`config.mk`:
```
export PLATFORM = sky130hd
export DESIGN_NAME = rgb_matrix_scan
export DESIGN_NICKNAME = d
export VERILOG_FILES = /design/src/rtl/rgb_matrix_pkg.sv /design/src/rtl/rgb_matrix_bcm_timer.sv /design/src/rtl/rgb_matrix_scan.sv
export SDC_FILE = /design/constraint.sdc
export NUM_CORES = 1
export LEC_CHECK = 0
export ABC_CLOCK_PERIOD_IN_PS = 6300
export CAP_MARGIN = 20
export CORE_MARGIN = 5
export CORE_UTILIZATION = 24
export DETAILED_ROUTE_END_ITERATION = 8
export GPL_TIMING_DRIVEN = 0
export PLACE_DENSITY = 0.52
export SYNTH_ARGS = -nofsm -noshare
export SYNTH_HDL_FRONTEND = slang
export SYNTH_HIERARCHICAL = 1
export SYNTH_SLANG_ARGS = --single-unit
```
`constraint.sdc`:
```
create_clock -name clk -period 6.3 [get_ports clk]
set_clock_uncertainty 0.15 [all_clocks]
set_input_delay 1.26 -clock clk [delete_from_list [all_inputs] [get_ports clk]]
set_output_delay 1.26 -clock clk [all_outputs]
set_load 0.02 [all_outputs]
```
`src/rtl/rgb_matrix_pkg.sv`:
```
// rtl/rgb_matrix_pkg.sv - shared types, defaults and helpers for the RGB matrix scan driver
package rgb_matrix_pkg;

    localparam int COLS_DEFAULT        = 32;
    localparam int ROW_ADDR_W_DEFAULT  = 4;
    localparam int BPC_DEFAULT         = 4;
    localparam int BASE_CYCLES_DEFAULT = 8;

    // Colour field order inside one frame-buffer word
    localparam int R0         = 0;
    localparam int G0         = 1;
    localparam int B0         = 2;
    localparam int R1         = 3;
    localparam int G1         = 4;
    localparam int B1         = 5;
    localparam int NUM_FIELDS = 6;

    typedef enum logic [2:0] {
        ST_IDLE,
        ST_PREFETCH,
        ST_SHIFT,
        ST_LATCH,
        ST_DISPLAY,
        ST_BLANK
    } scan_state_e;

    function automatic int unsigned bcm_cycles(input int unsigned base, input int unsigned plane);
        return base << plane;
    endfunction

endpackage

```
`src/rtl/rgb_matrix_bcm_timer.sv`:
```
// rtl/rgb_matrix_bcm_timer.sv - binary-weighted display-time counter for one bit-plane
module rgb_matrix_bcm_timer
    import rgb_matrix_pkg::*;
#(
    parameter int  BPC         = BPC_DEFAULT,
    parameter int  BASE_CYCLES = BASE_CYCLES_DEFAULT,
    localparam int PLANE_W     = (BPC > 1) ? $clog2(BPC) : 1
) (
    input  logic               clk,
    input  logic               rst_n,
    input  logic               start_i,
    input  logic [PLANE_W-1:0] plane_i,
    output logic               done_o
);

    localparam int MAX_CYCLES = BASE_CYCLES << (BPC - 1);
    localparam int DCNT_W     = $clog2(MAX_CYCLES + 1);

    logic [DCNT_W-1:0] dcount_q, dcount_d;
    logic              active_q, active_d;

    // Counts down from length-1 so done_o marks the last display cycle
    always_comb begin
        dcount_d = dcount_q;
        active_d = active_q;
        if (start_i) begin
            dcount_d = DCNT_W'(bcm_cycles(BASE_CYCLES, 32'(plane_i)) - 1);
            active_d = 1'b1;
        end else if (active_q) begin
            if (dcount_q == '0) begin
                active_d = 1'b0;
            end else begin
                dcount_d = dcount_q - DCNT_W'(1);
            end
        end
    end

    always_ff @(posedge clk or negedge rst_n) begin
        if (!rst_n) begin
            dcount_q <= '0;
            active_q <= 1'b0;
        end else begin
            dcount_q <= dcount_d;
            active_q <= active_d;
        end
    end

    assign done_o = active_q && (dcount_q == '0);

endmodule

```
`src/rtl/rgb_matrix_scan.sv`:
```
// rtl/rgb_matrix_scan.sv - HUB75 scan driver: shift, latch and BCM-display one bit-plane per row pass
module rgb_matrix_scan
    import rgb_matrix_pkg::*;
#(
    parameter int  COLS        = COLS_DEFAULT,
    parameter int  ROW_ADDR_W  = ROW_ADDR_W_DEFAULT,
    parameter int  BPC         = BPC_DEFAULT,
    parameter int  BASE_CYCLES = BASE_CYCLES_DEFAULT,
    localparam int COL_W       = $clog2(COLS)
) (
    input  logic                        clk,
    input  logic                        rst_n,
    input  logic                        enable,
    output logic [ROW_ADDR_W+COL_W-1:0] fb_addr,
    input  logic [NUM_FIELDS*BPC-1:0]   fb_data,
    output logic                        r0,
    output logic                        g0,
    output logic                        b0,
    output logic                        r1,
    output logic                        g1,
    output logic                        b1,
    output logic                        sclk,
    output logic                        lat,
    output logic                        oe_n,
    output logic [ROW_ADDR_W-1:0]       row_addr,
    output logic                        frame_start
);

    localparam int                 PLANE_W    = (BPC > 1) ? $clog2(BPC) : 1;
    localparam logic [COL_W-1:0]   LAST_COL   = COL_W'(COLS - 1);
    localparam logic [PLANE_W-1:0] LAST_PLANE = PLANE_W'(BPC - 1);

    scan_state_e                   state_q, state_d;
    logic [ROW_ADDR_W-1:0]         row_q, row_d;
    logic [PLANE_W-1:0]            plane_q, plane_d;
    logic [COL_W-1:0]              col_q, col_d;
    logic                          phase_q, phase_d;
    logic [ROW_ADDR_W+COL_W-1:0]   fb_addr_q, fb_addr_d;
    logic [NUM_FIELDS-1:0]         pix_q, pix_d;
    logic                          sclk_q, sclk_d;
    logic                          lat_q, lat_d;
    logic                          oe_n_q, oe_n_d;
    logic [ROW_ADDR_W-1:0]         row_addr_q, row_addr_d;
    logic                          frame_start_q, frame_start_d;

    logic [NUM_FIELDS-1:0]         plane_bits;
    logic [NUM_FIELDS-1:0]         pix_out;
    logic [ROW_ADDR_W-1:0]         next_row;
    logic [PLANE_W-1:0]            next_plane;
    logic                          timer_start;
    logic                          timer_done;

    always_comb begin
        plane_bits = '0;
        for (int k = 0; k < NUM_FIELDS; k++) begin
            plane_bits[k] = fb_data[k*BPC + int'(plane_q)];
        end
    end

    always_comb begin
        next_row   = row_q;
        next_plane = plane_q + PLANE_W'(1);
        if (plane_q == LAST_PLANE) begin
            next_plane = '0;
            next_row   = row_q + ROW_ADDR_W'(1);
        end
    end

    assign timer_start = (state_q == ST_LATCH);

    rgb_matrix_bcm_timer #(
        .BPC         (BPC),
        .BASE_CYCLES (BASE_CYCLES)
    ) u_bcm_timer (
        .clk     (clk),
        .rst_n   (rst_n),
        .start_i (timer_start),
        .plane_i (plane_q),
        .done_o  (timer_done)
    );

    always_comb begin
        state_d       = state_q;
        row_d         = row_q;
        plane_d       = plane_q;
        col_d         = col_q;
        phase_d       = phase_q;
        fb_addr_d     = fb_addr_q;
        pix_d         = pix_q;
        frame_start_d = 1'b0;

        case (state_q)
            ST_IDLE: begin
                if (enable) begin
                    state_d       = ST_PREFETCH;
                    fb_addr_d     = {row_q, {COL_W{1'b0}}};
                    frame_start_d = (row_q == '0) && (plane_q == '0);
                end
            end
            ST_PREFETCH: begin
                state_d = ST_SHIFT;
                col_d   = '0;
                phase_d = 1'b0;
            end
            ST_SHIFT: begin
                if (!phase_q) begin
                    // Address for col+1 goes out now so its data lands in the next phase 0
                    phase_d   = 1'b1;
                    pix_d     = plane_bits;
                    fb_addr_d = {row_q, col_q + COL_W'(1)};
                end else begin
                    phase_d = 1'b0;
                    if (col_q == LAST_COL) begin
                        state_d = ST_LATCH;
                    end else begin
                        col_d = col_q + COL_W'(1);
                    end
                end
            end
            ST_LATCH: begin
                state_d = ST_DISPLAY;
            end
            ST_DISPLAY: begin
                if (timer_done) begin
                    state_d = ST_BLANK;
                end
            end
            ST_BLANK: begin
                row_d   = next_row;
                plane_d = next_plane;
                if (enable) begin
                    state_d       = ST_PREFETCH;
                    fb_addr_d     = {next_row, {COL_W{1'b0}}};
                    frame_start_d = (next_row == '0) && (next_plane == '0);
                end else begin
                    state_d = ST_IDLE;
                end
            end
            default: begin
                state_d = ST_IDLE;
            end
        endcase

        // Panel controls are registered from the next state so the pins never glitch
        sclk_d     = (state_d == ST_SHIFT) && phase_d;
        lat_d      = (state_d == ST_LATCH);
        oe_n_d     = (state_d != ST_DISPLAY);
        row_addr_d = (state_d == ST_LATCH) ? row_q : row_addr_q;
    end

    always_ff @(posedge clk or negedge rst_n) begin
        if (!rst_n) begin
            state_q       <= ST_IDLE;
            row_q         <= '0;
            plane_q       <= '0;
            col_q         <= '0;
            phase_q       <= 1'b0;
            fb_addr_q     <= '0;
            pix_q         <= '0;
            sclk_q        <= 1'b0;
            lat_q         <= 1'b0;
            oe_n_q        <= 1'b1;
            row_addr_q    <= '0;
            frame_start_q <= 1'b0;
        end else begin
            state_q       <= state_d;
            row_q         <= row_d;
            plane_q       <= plane_d;
            col_q         <= col_d;
            phase_q       <= phase_d;
            fb_addr_q     <= fb_addr_d;
            pix_q         <= pix_d;
            sclk_q        <= sclk_d;
            lat_q         <= lat_d;
            oe_n_q        <= oe_n_d;
            row_addr_q    <= row_addr_d;
            frame_start_q <= frame_start_d;
        end
    end

    // In phase 0 the RAM word is passed straight through so it has settled before sclk rises
    assign pix_out = (state_q == ST_SHIFT && !phase_q) ? plane_bits : pix_q;

    assign r0          = pix_out[R0];
    assign g0          = pix_out[G0];
    assign b0          = pix_out[B0];
    assign r1          = pix_out[R1];
    assign g1          = pix_out[G1];
    assign b1          = pix_out[B1];
    assign fb_addr     = fb_addr_q;
    assign sclk        = sclk_q;
    assign lat         = lat_q;
    assign oe_n        = oe_n_q;
    assign row_addr    = row_addr_q;
    assign frame_start = frame_start_q;

endmodule

```
[Yosys cells after proc, flatten, opt, wreduce, memory -nomap -nowiden]
Index checks and enable logic that the tools add are counted.
Word-level totals
  word-level logic and storage cells: 111
  flip-flop bits (word level): 46
  input port bits: 27
Operators by class
  reductions and logical operators: 19
  shift operators: 1
  bitwise operators: 1
  mux-type cells: 44
  $lt $le $gt $ge: 6
  equality and inequality tests: 16
  add/subtract/negate cells: 10
Operator list (number)
  2-to-1 mux 9 bit: 3
  one-hot mux 9 bit (3 select lines): 1
  binary-select mux 1 bit (select 5 bit): 5
  2-to-1 mux 7 bit: 3
  2-to-1 mux 1 bit: 18
  one-hot mux 3 bit (6 select lines): 1
  subtractor 7 x 1 -> 7 bit (second input constant): 2
  adder 5 x 2 -> 6 bit (first input constant): 2
  equality test 3 x 2 -> 1 bit (second input constant): 4
  less-than comparator 5 x 6 -> 1 bit (second input constant): 2
  less-than comparator 6 bit (second input constant): 2
  2-to-1 mux 3 bit: 4
  inequality test 2 bit (second input constant): 6
  adder 4 x 2 -> 5 bit (first input constant): 2
  2-to-1 mux 5 bit: 2
  one-hot mux 5 bit (2 select lines): 1
  zero test 4 bit: 2
  zero test 7 bit: 1
  left shift 4 x 2 -> 7 bit (first input constant): 1
  equality test 3 bit (second input constant): 2
  less-than comparator 2 x 6 -> 1 bit (second input constant): 1
  less-than comparator 4 x 6 -> 1 bit (second input constant): 1
  2-to-1 mux 6 bit: 1
  adder 5 x 1 -> 5 bit (second input constant): 1
  other kinds (21): 29

[Longest topological paths before layout]
Gate-level depths: netlist (run 1).
  depth after elaboration: 6
  mapped depth: 10
  depth with buffers taken out: 8

[Hierarchy]
Netlist (run 1), hierarchy kept.
Modules (own cells, without submodules)
  rgb_matrix_scan: area each 1969.4 um^2, instances 1, cells an instance 154, sequential area each 952.2 um^2
  rgb_matrix_bcm_timer: area each 506.7 um^2, instances 1, cells an instance 56, sequential area each 200.2 um^2

[Worst setup path after synthesis (run 1)]
Ideal clock, no wire load.
  path type: input port to output port
  start point: in fb_data[11]
  end point: out b0
  stages on the path: 2
  path buffers: 0
  data required time: 4890 ps
  slack: 2865 ps
  data arrival time: 2025 ps
  path through: mux4_2 mux2_2
On the way
  cells in the longest elaborated chain, start to end: 4
RTL lines
  start: declaration: line rgb_matrix_scan.sv:15  | input logic [NUM_FIELDS*BPC-1:0] fb_data,
  binary-select mux 1 bit (select 5 bit): line rgb_matrix_scan.sv:56  | plane_bits[k] = fb_data[k*BPC + int'(plane_q)];
  2-to-1 mux 1 bit (implied by the code) (2 in series): line rgb_matrix_scan.sv:56
  2-to-1 mux 6 bit: line rgb_matrix_scan.sv:182  | assign pix_out = (state_q == ST_SHIFT && !phase_q) ? plane_bits : pix_q;
  end: declaration: line rgb_matrix_scan.sv:18  | output logic b0,
Every way passes these cells. The select of a mux whose other input is x is not followed.

[Worst setup path after layout (run 1)]
  start point: in fb_data[3]
  end point: out r0
On the way
  cells in the longest elaborated chain, start to end: 3
RTL lines
  binary-select mux 1 bit (select 2 bit): line rgb_matrix_scan.sv:56
  2-to-1 mux 1 bit (implied by the code): line rgb_matrix_scan.sv:56
  2-to-1 mux 6 bit: line rgb_matrix_scan.sv:182
  end: declaration: line rgb_matrix_scan.sv:16  | output logic r0,
Every way passes these cells. The select of a mux whose other input is x is not followed.

==> flow_metrics.env, run 1 <==
export IMPL_status="complete, no violations"
export IMPL_drive_gt1_frac=0.175
export IMPL_ys_ff_latch=46
export IMPL_syn_area_sq_um=2480
export IMPL_cts_sinks=46
export IMPL_min_to="pix_q[1]"
export IMPL_hp_start="pix_q[1]"
export IMPL_cts_tree="yes"
export IMPL_post_route_drc_count=0
export IMPL_htree_levels=2
export IMPL_detail_route_antenna_nets=0
export IMPL_viasPerCell=4.41
export IMPL_grtUsageTotal=0.0918
export IMPL_irDropWorstVdd_v=0.000113
export IMPL_rows=37
export IMPL_wirelength_um=5470
export IMPL_worst_pin_slew_ps=625
export IMPL_dieArea_sq_um=12400
export IMPL_synth_fp_nets=245
export IMPL_rsz0062_at_grt="no"
export IMPL_maxClockFrequency_ghz=0.228
export IMPL_finalHoldViolCount=0
export IMPL_core_sq_um=10200
export IMPL_path_clk_slew_ps=80
export IMPL_crit_path_frequent_cell="clkdlybuf4s50_1"
export IMPL_critPathRequiredTime_ps=4890
export IMPL_r2r_start="state_q[2]"
export IMPL_port_buffer_count=49
export IMPL_wire_per_inst_um=13.5
export IMPL_cp_max_fo=2
export IMPL_ioPinCount=50
export IMPL_clockBufferDepth=2
export IMPL_drv_cap=0
export IMPL_synth_enable_flop_cells=0
export IMPL_post_cts_buffers=0
export IMPL_postCtsHoldBufs=0
export IMPL_diodes=0
export IMPL_max_slew_margin_rel=0.583
export IMPL_r2r_end="u_bcm_timer/dcount_q[4]"
export IMPL_syn_to_final_growth_pct=30.8
export IMPL_hp_class="flip-flop to flip-flop"
export IMPL_cts_root_buf="clkbuf_8"
export IMPL_ff2ff_setup_slack_ps=3370
export IMPL_synth_top_flop_cell="dfrtp_1"
export IMPL_drt_pass1_iter_count=4
export IMPL_gp_congestion=0.818
export IMPL_max_stage_delay_ps=550
export IMPL_synth_seq_area_share=0.465
export IMPL_cp_buffers_inverters=2
export IMPL_final_cells=404
export IMPL_grt_max_degree=38
export IMPL_whs_path_depth=1
export IMPL_dpl_cell_count=396
export IMPL_register_area_sq_um=1150
export IMPL_vias=1783
export IMPL_slew_violations=0
export IMPL_synth_area_per_cell_sq_um=11.8
export IMPL_crit_path_end_kind="output port"
export IMPL_cts_made_buffers=5
export IMPL_die_w_um=112
export IMPL_crit_slowest_cell="clkdlybuf4s50_1"
export IMPL_cts_resized=0
export IMPL_grt_pass1_wl_um=9470
export IMPL_worstPathCellList="clkdlybuf4s50_1 -> mux4_2 -> mux2_2 -> clkdlybuf4s50_1"
export IMPL_period_minus_slack_ps=4380
export IMPL_dp_hpwl_um=4080
export IMPL_clock_latency_ps=300
export IMPL_crit_type="input pin to output port"
export IMPL_start_util=0.243
export IMPL_grt_pass1_vias=1947
export IMPL_multi_input_area_sq_um=1220
export IMPL_crit_family="buffers and inverters"
export IMPL_async_reset_ff_frac=1.00
export IMPL_finalPower_mw=1.26
export IMPL_fin_crit_sh=0.695
export IMPL_fillers=1057
export IMPL_reg2regPathDepth=10
export IMPL_syn_inst=210
export IMPL_utilization=0.318
export IMPL_final_setup_tns_ps=0
export IMPL_ys_warn_count=6
export IMPL_fin_nets=302
export IMPL_power_leakage_nw=1.40
export IMPL_fp_dieH_um=112
export IMPL_grt_overflow=0
export IMPL_powerDensity_nw_per_um2=389
export IMPL_grt_antenna_before_repair=0
export IMPL_ys_types=49
export IMPL_startpoint_type="input pin"
export IMPL_drtIter0Drc=59
export IMPL_cp_arrival_ps=2970
export IMPL_setup_violations=0
[worst max path at each step]
stage / end / start / depth (start not counted) / slack [ps]
floorplan: b0 / fb_data[11] / 2 / 2870
finish: r0 / fb_data[3] / 4 / 1920
detailed placement: r0 / fb_data[3] / 4 / 1920
global placement: b1 / fb_data[20] / 4 / 1910
CTS: b1 / fb_data[20] / 4 / 1910
global route: b1 / fb_data[20] / 4 / 1880
[registers in the layout (all words and copies together), names as in the netlist, 2 cells and up]
name and count:
u_bcm_timer/dcount_q 7, fb_addr 9, row_q 4, plane_q 2, row_addr 4, pix_q 6
col_q 5, state_q 3
[per-stage QoR]
| step | setup WS (ps) | hold WS, ps | cell area (sq um) |
|---|---|---|---|
| after floorplan | 2870 | 315 | 2480 |
| after global placement | 1910 | 330 | 3140 |
| after detailed placement | 1920 | 335 | 3150 |
| after CTS | 1910 | 358 | 3240 |
| after global routing | 1880 | 380 | 3240 |
| final | 1920 | 352 | 3240 |
[placed cells by master, fill, tap and decap left out, types with 3 or more instances in the layout]
cell | Yosys | final
o21ai_0 | 5 | 5
a21oi_1 | 4 | 4
and3_1 | 3 | 3
dfrtp_1 | 45 | 45
nand2b_1 | 7 | 7
nor2_1 | 16 | 16
mux2_2 | 10 | 10
xnor2_1 | 3 | 3
mux2_4 | 9 | 9
mux2i_1 | 4 | 4
clkbuf_1 | 5 | 6
nand4bb_1 | 3 | 3
o311ai_0 | 5 | 5
nand3_1 | 9 | 9
mux4_2 | 6 | 6
clkbuf_8 | 0 | 5
clkdlybuf4s50_1 | 0 | 48
inv_1 | 10 | 10
nand2_1 | 11 | 11
nand4_1 | 3 | 3
xor2_1 | 3 | 3
buf_2 | 4 | 5
ha_1 | 8 | 8
mux2_1 | 3 | 3
[cell type report]
cell class | count | share of cell area
inverters | 10 | 0.0116
clock inverters | 2 | 0.00425
flip-flops and latches | 46 | 0.356
repair buffers | 50 | 0.156
well taps | 136 | 0.0526
multi-input cells | 143 | 0.378
clock buffers | 6 | 0.0224
plain buffers | 11 | 0.0189
[cell families after synthesis]
| family | share of synthesized area |
|---|---|
| AOI/OAI and AO/OA | 0.0884 |
| xor gates and xnor gates | 0.0212 |
| adders and majority gates | 0.0404 |
| buffers and inverters | 0.0399 |
| DFF | 0.465 |
| muxes | 0.184 |
| and+or+nand+nor | 0.160 |
[cell usage after synthesis (2+ instances only)]
cell | count | area [sq um]
o2111ai_1 | 2 | 17.5
mux2i_1 | 4 | 40.0
o21ai_0 | 5 | 25.0
a21oi_1 | 4 | 20.0
o311ai_0 | 5 | 43.8
mux2_1 | 3 | 33.8
nand3b_1 | 2 | 15.0
nand3_1 | 9 | 45.0
buf_6 | 2 | 22.5
o211ai_1 | 2 | 15.0
nand2_1 | 11 | 41.3
mux2_4 | 9 | 135
inv_1 | 10 | 37.5
o22ai_1 | 2 | 12.5
nand4bb_1 | 3 | 33.8
and3_1 | 3 | 18.8
mux4_2 | 6 | 135
and2_1 | 2 | 12.5
nand2b_1 | 7 | 43.8
dfrtp_1 | 45 | 1130
or4_4 | 2 | 22.5
nor2_1 | 16 | 60.1
clkbuf_1 | 5 | 18.8
mux2_2 | 10 | 113
ha_1 | 8 | 100
buf_2 | 4 | 20.0
xnor2_1 | 3 | 26.3
nand4_1 | 3 | 18.8
xor2_1 | 3 | 26.3
[worst register-to-register path: stages (launching register included)]
cell and delay [ps]:
dfrtp_1 400, buf_2 190, nand3b_1 200, inv_1 110
clkbuf_1 350, inv_1 210, nand2_1 100, ha_1 310
nor4bb_1 410, o311ai_0 220, a32oi_1 200
[per-layer routing]
layer,vias up,global-route usage,wire length [um]
met3,8,0.0228,150
li1,880,-,-
met5,-,0,0
met4,0,0.0308,75
met2,24,0.150,2690
met1,871,0.119,2560
[report_power, final]
part           internal [mW]  leakage, nW  total [mW]  switching (mW)
combinational          0.305        0.749       0.619           0.314
clock                 0.0785       0.0452       0.183           0.104
sequential             0.380        0.604       0.459          0.0794
No activity file was read; power rests on OpenSTA's default activity.
==> inputs of run 2 (changes only) <==
--- a/config.mk
+++ b/config.mk
@@ -5,13 +5,13 @@
 export SDC_FILE = /design/constraint.sdc
 export NUM_CORES = 1
 export LEC_CHECK = 0
-export ABC_CLOCK_PERIOD_IN_PS = 6300
+export ABC_CLOCK_PERIOD_IN_PS = 3890
 export CAP_MARGIN = 20
 export CORE_MARGIN = 5
 export CORE_UTILIZATION = 24
 export DETAILED_ROUTE_END_ITERATION = 8
 export GPL_TIMING_DRIVEN = 0
-export PLACE_DENSITY = 0.52
+export PLACE_DENSITY = 0.54
 export SYNTH_ARGS = -nofsm -noshare
 export SYNTH_HDL_FRONTEND = slang
 export SYNTH_HIERARCHICAL = 1
==> constraint.sdc (replaced) <==
create_clock -name clk -period 3.89 [get_ports clk]
set_clock_uncertainty 0.15 [all_clocks]
set_input_delay 0.778 -clock clk [delete_from_list [all_inputs] [get_ports clk]]
set_output_delay 0.778 -clock clk [all_outputs]
set_load 0.02 [all_outputs]
==> run 2 against run 1 <==
Effect of this change: setup slack worse by 1600 ps; total power increased by 67%; final cell count did not move; routed wire length grew 0.90%; die area unchanged; first-iteration DRC count up 19%.
==> flow_metrics.env, run 2 (same netlist as run 1, synthesis figures left out) <==
export IMPL_final_common_cell="clkdlybuf4s50_1"
export IMPL_clock_latency_ps=300
export IMPL_irDropWorstVdd_v=0.000238
export IMPL_post_cts_buffers=0
export IMPL_die_w_um=112
export IMPL_dp_hpwl_um=4040
export IMPL_drive_gt1_frac=0.172
export IMPL_powerDensity_nw_per_um2=647
export IMPL_cts_sinks=46
export IMPL_grt_pass1_vias=1892
export IMPL_crit_type="flip-flop to output port"
export IMPL_grtUsageMet1=0.119
export IMPL_drtIter0Drc=70
export IMPL_largest_register_ffs=9
export IMPL_final_setup_tns_ps=0
export IMPL_cts_root_buf="clkbuf_8"
export IMPL_start_util=0.243
export IMPL_maxClockFrequency_ghz=0.278
export IMPL_cp_max_fo=8
export IMPL_worst_pin_slew_ps=609
export IMPL_postCtsHoldBufs=0
export IMPL_path_clk_slew_ps=90
export IMPL_dieArea_sq_um=12400
export IMPL_cts_made_buffers=5
export IMPL_viasPerCell=4.46
export IMPL_ff2ff_setup_slack_ps=1010
export IMPL_clockBufferDepth=2
export IMPL_grt_max_degree=37
export IMPL_fillers=1069
export IMPL_cts_resized=0
export IMPL_fp_dieH_um=112
export IMPL_critPathRequiredTime_ps=2960
export IMPL_crit_path_end_kind="output port"
export IMPL_grt_pass1_wl_um=9450
export IMPL_fin_crit_sh=0.924
export IMPL_htree_levels=2
export IMPL_status="complete, no violations"
export IMPL_gp_congestion=0.811
export IMPL_rows=37
export IMPL_setup_violations=0
export IMPL_vias=1800
export IMPL_syn_to_final_growth_pct=31.6
export IMPL_power_leakage_nw=1.40
export IMPL_hp_class="input pin to async pin"
export IMPL_drv_cap=0
export IMPL_detail_route_antenna_nets=0
export IMPL_final_cells=404
export IMPL_startpoint_type="flip-flop"
export IMPL_finalPower_mw=2.11
export IMPL_diodes=0
export IMPL_drt_pass1_iter_count=4
export IMPL_post_route_drc_count=0
export IMPL_ioPinCount=50
export IMPL_period_minus_slack_ps=3590
export IMPL_max_slew_margin_rel=0.594
export IMPL_grt_busiest_layer="met2"
export IMPL_whs_ps=198
export IMPL_use_met2=0.153
export IMPL_dpl_cell_count=396
export IMPL_core_sq_um=10200
export IMPL_grtUsageTotal=0.0916
export IMPL_grt_overflow=0
export IMPL_port_buffer_count=49
export IMPL_slew_violations=0
export IMPL_fin_nets=302
export IMPL_use_met3=0.0228
export IMPL_wire_per_inst_um=13.7
export IMPL_finalHoldViolCount=0
export IMPL_wirelength_um=5520
export IMPL_cp_arrival_ps=2670
export IMPL_grt_antenna_before_repair=0
export IMPL_utilization=0.320
export IMPL_rsz0062_at_grt="no"
export IMPL_cts_tree="yes"
export IMPL_mostFrequentLayoutCells="clkdlybuf4s50_1, dfrtp_1, nor2_1, nand2_1"
-- run 2: changes by cell type in the layout (fill, tap and decap cells not counted) --
cell       change
clkbuf_1       +1
clkinv_4       -1
bufinv_16      +1
clkinv_2       -1
-- run 2: path summary, 6_finish.rpt --
| check | from | to | depth (start not counted) |
|---|---|---|---|
| max | plane_q[0] | r0 | 4 |
| min | rst_n | u_bcm_timer/dcount_q[6] | 1 |
| max reg2reg | state_q[2] | u_bcm_timer/dcount_q[4] | 10 |
| min reg2reg | pix_q[3] | pix_q[3] | 1 |
| max in group asynchronous | rst_n | plane_q[0] | 2 |
| min in group clk | pix_q[3] | pix_q[3] | 1 |
-- run 2: cell type report --
cell class / instances / area [sq um] / share of cell area
Buffer: 11 / 61.3 / 0.0188
Tap cell: 136 / 170 / 0.0522
Clock buffer: 7 / 76.3 / 0.0234
Inverter: 10 / 37.5 / 0.0115
Sequential cell: 46 / 1150 / 0.354
Clock inverter: 1 / 30.0 / 0.00922
Multi-Input combinational cell: 143 / 1220 / 0.376
Timing Repair Buffer: 50 / 505 / 0.155
-- run 2: power breakdown --
part           internal, mW  switching [mW]  total [mW]
registers             0.615           0.131       0.746
logic                 0.494           0.511        1.01
clock network         0.193           0.165       0.357
-- run 2: critical path, stage by stage, from the launching register on --
cell and delay, ps:
dfrtp_1 450, clkbuf_1 500, mux4_2 570, mux2_2 290, clkdlybuf4s50_1 560
-- run 2: per-layer routing --
layer,part of all wire,routed length (um)
met5,0,0
met3,0.029,158
met4,0.0062,34
met1,0.46,2560
met2,0.50,2770
-- run 2: through the flow --
stage | cell area [sq um] | setup slack [ps]
global route | 3260 | 84.6
finish | 3260 | 297
detailed placement | 3150 | 460
floorplan | 2480 | 1310
global placement | 3140 | 428
CTS | 3260 | 207
